==> config.mk <==
export PLATFORM = sky130hd
export DESIGN_NAME = instr_fetch_queue
export DESIGN_NICKNAME = d
export VERILOG_FILES = /design/src/rtl/instr_fetch_queue.sv
export SDC_FILE = /design/constraint.sdc
export NUM_CORES = 1
export LEC_CHECK = 0
export ABC_AREA = 1
export CORE_MARGIN = 5
export CORE_UTILIZATION = 45
export CTS_CLUSTER_SIZE = 40
export DETAILED_ROUTE_END_ITERATION = 6
export DONT_BUFFER_PORTS = 1
export SKIP_LAST_GASP = 1
export SLEW_MARGIN = 40
export SYNTH_ARGS = -nofsm -noshare
export SYNTH_HDL_FRONTEND = slang
export SYNTH_SLANG_ARGS = --single-unit
==> constraint.sdc <==
create_clock -name clock -period 3.95 [get_ports clock]
set_clock_uncertainty 0.15 [all_clocks]
set_input_delay 0.79 -clock clock [delete_from_list [all_inputs] [get_ports clock]]
set_output_delay 0.79 -clock clock [all_outputs]
set_load 0.005 [all_outputs]
==> src/rtl/instr_fetch_queue.sv <==
// instr_fetch_queue
//   Fetch front-end: strobes the instruction ROM, captures each word one
//   cycle later into an in-order FIFO, and presents the FIFO head to the
//   issue stage over a valid/ready handshake. Every in-flight ROM read owns
//   a reserved FIFO slot, so a returning ROM word always has room.
//
// Ports
//   clock            rising-edge clock
//   resetn           synchronous active-low reset
//   rom_read         ROM fetch strobe (ROM advances its address on each)
//   rom_instruction  ROM data, valid the cycle after rom_read
//   issue_valid      FIFO head holds an instruction
//   issue_instr      FIFO head word, 0 when empty
//   issue_ready      issue stage accepts the head this cycle
//   count            FIFO occupancy, 0..DEPTH
//   fetch_done       all PROG_LEN words accepted; sticky until reset
module instr_fetch_queue #(
  parameter int unsigned DEPTH    = 4,
  parameter int unsigned PTR_W    = 2,
  parameter int unsigned PROG_LEN = 6,
  parameter int unsigned IW       = 16
) (
  input  logic            clock,
  input  logic            resetn,
  output logic            rom_read,
  input  logic [IW-1:0]   rom_instruction,
  output logic            issue_valid,
  output logic [IW-1:0]   issue_instr,
  input  logic            issue_ready,
  output logic [PTR_W:0]  count,
  output logic            fetch_done
);

  typedef enum logic {
    ST_FETCH,
    ST_DONE
  } state_e;

  localparam logic [8:0]       PROG_LEN_C = 9'(PROG_LEN);
  localparam logic [PTR_W+1:0] DEPTH_C    = (PTR_W+2)'(DEPTH);
  localparam logic [PTR_W-1:0] PTR_ONE    = PTR_W'(1);
  localparam logic [PTR_W:0]   CNT_ONE    = (PTR_W+1)'(1);

  logic [IW-1:0]    mem_q [DEPTH];
  logic [PTR_W-1:0] rd_ptr_q, rd_ptr_d;
  logic [PTR_W-1:0] wr_ptr_q, wr_ptr_d;
  logic [PTR_W:0]   count_q, count_d;
  logic             pend_q, pend_d;
  logic [8:0]       fetched_q, fetched_d;
  logic [8:0]       issued_q, issued_d;
  state_e           state_q, state_d;
  logic             push, pop;

  // Reservation counts the in-flight read (pend) as occupied and ignores a
  // same-cycle pop, so a returning word can never find the FIFO full.
  always_comb begin
    rom_read    = resetn && (fetched_q < PROG_LEN_C) &&
                  (({1'b0, count_q} + (PTR_W+2)'(pend_q)) < DEPTH_C);
    issue_valid = (count_q != '0);
    issue_instr = issue_valid ? mem_q[rd_ptr_q] : '0;
    push        = pend_q;
    pop         = issue_valid && issue_ready;
    count       = count_q;
    fetch_done  = (state_q == ST_DONE);
  end

  always_comb begin
    rd_ptr_d  = rd_ptr_q;
    wr_ptr_d  = wr_ptr_q;
    count_d   = count_q;
    fetched_d = fetched_q;
    issued_d  = issued_q;
    state_d   = state_q;
    pend_d    = rom_read;

    if (push) wr_ptr_d = wr_ptr_q + PTR_ONE;
    if (pop) begin
      rd_ptr_d = rd_ptr_q + PTR_ONE;
      issued_d = issued_q + 9'd1;
    end

    case ({push, pop})
      2'b10:   count_d = count_q + CNT_ONE;
      2'b01:   count_d = count_q - CNT_ONE;
      default: count_d = count_q;
    endcase

    if (rom_read) fetched_d = fetched_q + 9'd1;

    case (state_q)
      ST_FETCH: if (issued_d == PROG_LEN_C) state_d = ST_DONE;
      default:  state_d = ST_DONE;
    endcase
  end

  always_ff @(posedge clock) begin
    if (!resetn) begin
      rd_ptr_q  <= '0;
      wr_ptr_q  <= '0;
      count_q   <= '0;
      pend_q    <= 1'b0;
      fetched_q <= '0;
      issued_q  <= '0;
      state_q   <= ST_FETCH;
    end else begin
      rd_ptr_q  <= rd_ptr_d;
      wr_ptr_q  <= wr_ptr_d;
      count_q   <= count_d;
      pend_q    <= pend_d;
      fetched_q <= fetched_d;
      issued_q  <= issued_d;
      state_q   <= state_d;
    end
  end

  // Storage has no reset; a word still in flight at reset is dropped.
  always_ff @(posedge clock) begin
    if (resetn && push) mem_q[wr_ptr_q] <= rom_instruction;
  end

endmodule

==> summary.md <==
| Metric | Value |
|---|---|
| Status | `finished clean` |
| I/O Buffers | `0` |
| Clock Latency Late Sink | `roughly 0.35 ns` |
| Avg Inst Size Synth | `between 9 and 10 µm²` |
| Clock Tree Root | `clkbuf_8` |
| Mapped Cells | `~390` |
| Row cnt | `33` |
| Count of cell types in the netlist | `23` |
| Final period util | `a little under 80%` |
| RSZ-0062 raised after global routing | `false` |
| ANT nets after route | `0` |
| Post-synthesis net count | `~410` |
| CTS max path bufs | `2` |
| Setup TNS | `0 ns` |
| Vias in the first global route | `around 2500` |
| Iter 0 DRT Violations | `83` |
| Placed insts | `a little under 500` |
| I/O pins | `between 40 and 50` |
| Post-synthesis sequential area ratio | `65.0%` |
| Synth Register Bits | `93` |
| Worst hold start | `fetched_q[8]$_SDFFE_PN0P_` |
| Min-Delay Path Class | `reg -> reg` |
| YS warnings | `0` |
| CP Capture Point | `issue_instr[5]` |
| Worst vdd ir | `approximately 220 µV` |
| P per Cell Area | `about 580 nW/µm²` |
| GP Congestion | `around 0.8` |
| Worst hold stages | `2` |
| Mapped Area | `about 3800 µm²` |
| Fin crit period | `between 3 and 4 ns` |
| TritonCTS buffer count | `9` |
| CP max FO | `17` |
| Die Y-Extent | `a little over 100 µm` |
| Final nets | `415` |
| Commonest non-fill, non-tap cells in the layout | `nor2_1 (85), edfxtp_1 (64), nand2_1 (47)` |
| Grt ovf | `0` |
| CTS Sinks | `93` |
| Hold Buf Count CTS | `0` |
| Largest net degree at the start of global routing | `34` |
| Core Box Area | `8260 µm²` |
| Crit. End Element | `output pin` |
| DR pass1 iterations | `4` |
| Worst R2R Setup Slack | `~1.6 ns` |
| Via count | `2535` |
| Die Width | `102 µm` |
| P&R area growth vs syn | `7.77%` |
| Post-route DRC violation count | `0` |
| Hpwl dp | `4600 µm` |
| First-pass GRT wire length | `around 11000 µm` |
| Clock tree from TritonCTS | `done` |
| Number of gates resized after CTS | `0` |
| N_diodes | `0` |
| Worst slew pin tran | `0.635 ns` |
| Worst Reg2Reg Path Length in Cells | `9` |
| Non-Filler Instances | `498` |
| Overall Global Routing Usage | `approximately 14%` |
| Reg2Reg Launch Point | `count[1]$_SDFFE_PN0P_` |
| Hold Vio Cnt, Final | `0` |
| Setup-failing EPs final | `0` |
| Initial Utilization | `about 47%` |
| Slew HR | `about 58%` |
| Leak Pwr | `approximately 1.5 nW` |
| Critical Path AT | `approximately 2.1 ns` |
| Initial antenna violation count | `0` |
| Max-slew violation count | `0` |
| Finished Cell Area | `4150 µm²` |
| Reg clk slew, reported paths | `roughly 0.080 ns` |
| Layout cells sized above 1 | `approximately 9%` |
| Total wire length | `between 7000 and 8000 µm` |
| Die area | `between 10000 and 15000 µm²` |
| Required time worst endpoint | `around 3.0 ns` |
| Critical path class | `reg -> out` |
| Post-CTS setup buffers | `0` |
| R2R Path End | `count[2]$_SDFFE_PN0P_` |
| Vias per inst | `about 5.1` |
| Htree depth | `3` |
| CP startpoint kind | `register` |
| WL per Instance | `about 14 µm` |
| Max Cap Viol | `0` |
| Post-DP Area | `just under 4000 µm²` |
| Commonest non-fill, non-tap cell in the layout | `nor2_1` |
| Achievable frequency | `between 300 and 400 MHz` |
-- how the worst min path moves through the flow --
stage | slack, ns | end
global placement | 0.26 | fetched_q[6]$_SDFFE_PN0P_
global route | 0.29 | fetched_q[8]$_SDFFE_PN0P_
floorplan | 0.26 | fetched_q[4]$_SDFFE_PN0P_
detailed placement | 0.27 | fetched_q[8]$_SDFFE_PN0P_
finish | 0.28 | fetched_q[8]$_SDFFE_PN0P_
CTS | 0.28 | fetched_q[8]$_SDFFE_PN0P_
-- registers in the layout (all words and copies together), names as in the netlist, named ones only --
name / count
wr_ptr_q: 2
pend_q: 1
rd_ptr_q: 2
issued_q: 9
mem_q: 64
fetch_done: 1
count: 3
fetched_q: 9
-- where the power goes --
part	total, mW	switching (mW)	internal (mW)
Sequential	1.19	0.0566	1.14
Combinational	0.594	0.425	0.169
Clock	0.610	0.320	0.289
Total	2.40	0.802	1.59
-- layer usage --
layer	wire length, µm	GRT usage (%)
met5	0	0
met4	129	5.95
met3	418	4.57
met2	3470	24.6
met1	3140	16.3
-- cell usage after synthesis --
| cell type | number | area (µm²) |
|---|---|---|
| nor2_2 | 2 | 12.5 |
| buf_4 | 1 | 7.51 |
| o21ai_1 | 4 | 20.0 |
| a21oi_1 | 35 | 175 |
| clkbuf_1 | 10 | 37.5 |
| ha_1 | 7 | 87.6 |
| buf_2 | 3 | 15.0 |
| nor2_1 | 85 | 319 |
| nand2_1 | 47 | 176 |
| o21ai_0 | 38 | 190 |
| nand3_1 | 11 | 55.1 |
| nor3_4 | 1 | 16.3 |
| edfxtp_1 | 64 | 1920 |
| inv_2 | 5 | 18.8 |
| nand4_1 | 3 | 18.8 |
| xnor2_1 | 1 | 8.76 |
| inv_1 | 33 | 124 |
| a21oi_2 | 1 | 8.76 |
| fa_1 | 1 | 20.0 |
| nand2_2 | 3 | 18.8 |
| dfxtp_1 | 29 | 581 |
| nor3_1 | 1 | 5.00 |
| nor3_2 | 1 | 10.0 |
-- logic make-up (layout without fill, tap and decap cells) --
kind of cell | Yosys count | count (layout) | synth area share, %
buf+inv | 52 | 59 | 5.27
simple gates | 154 | 154 | 16.4
compound gates | 78 | 78 | 10.2
xor+xnor | 1 | 1 | 0.228
fa+ha+maj | 8 | 8 | 2.80
flops | 93 | 93 | 65.0
-- worst max-delay path: stages, from the launching register on --
cell,delay (ns)
dfxtp_1,0.73
inv_1,0.47
nor2_1,0.19
o21ai_0,0.09
a21oi_1,0.26
-- cell type report --
type	instances	area, µm²
clock buffers	9	124
clock inverters	7	66.3
fillers	777	4110
inverters	38	143
multi-input cells	241	1140
flip-flops and latches	93	2500
well taps	105	131
repair buffers	5	37.5
-- through the flow --
step / setup WS, ns / power, mW / util, % / hold WS (ns)
finish: 0.916 / 2.40 / 50.2 / 0.276
detailed placement: 1.26 / 1.82 / 47.9 / 0.267
global route: 0.781 / 2.55 / 50.2 / 0.292
CTS: 0.859 / 2.44 / 50.2 / 0.280
global placement: 1.26 / 1.81 / 47.9 / 0.263
floorplan: 1.59 / 1.68 / - / 0.257
Power figures use the tool's default switching activity.
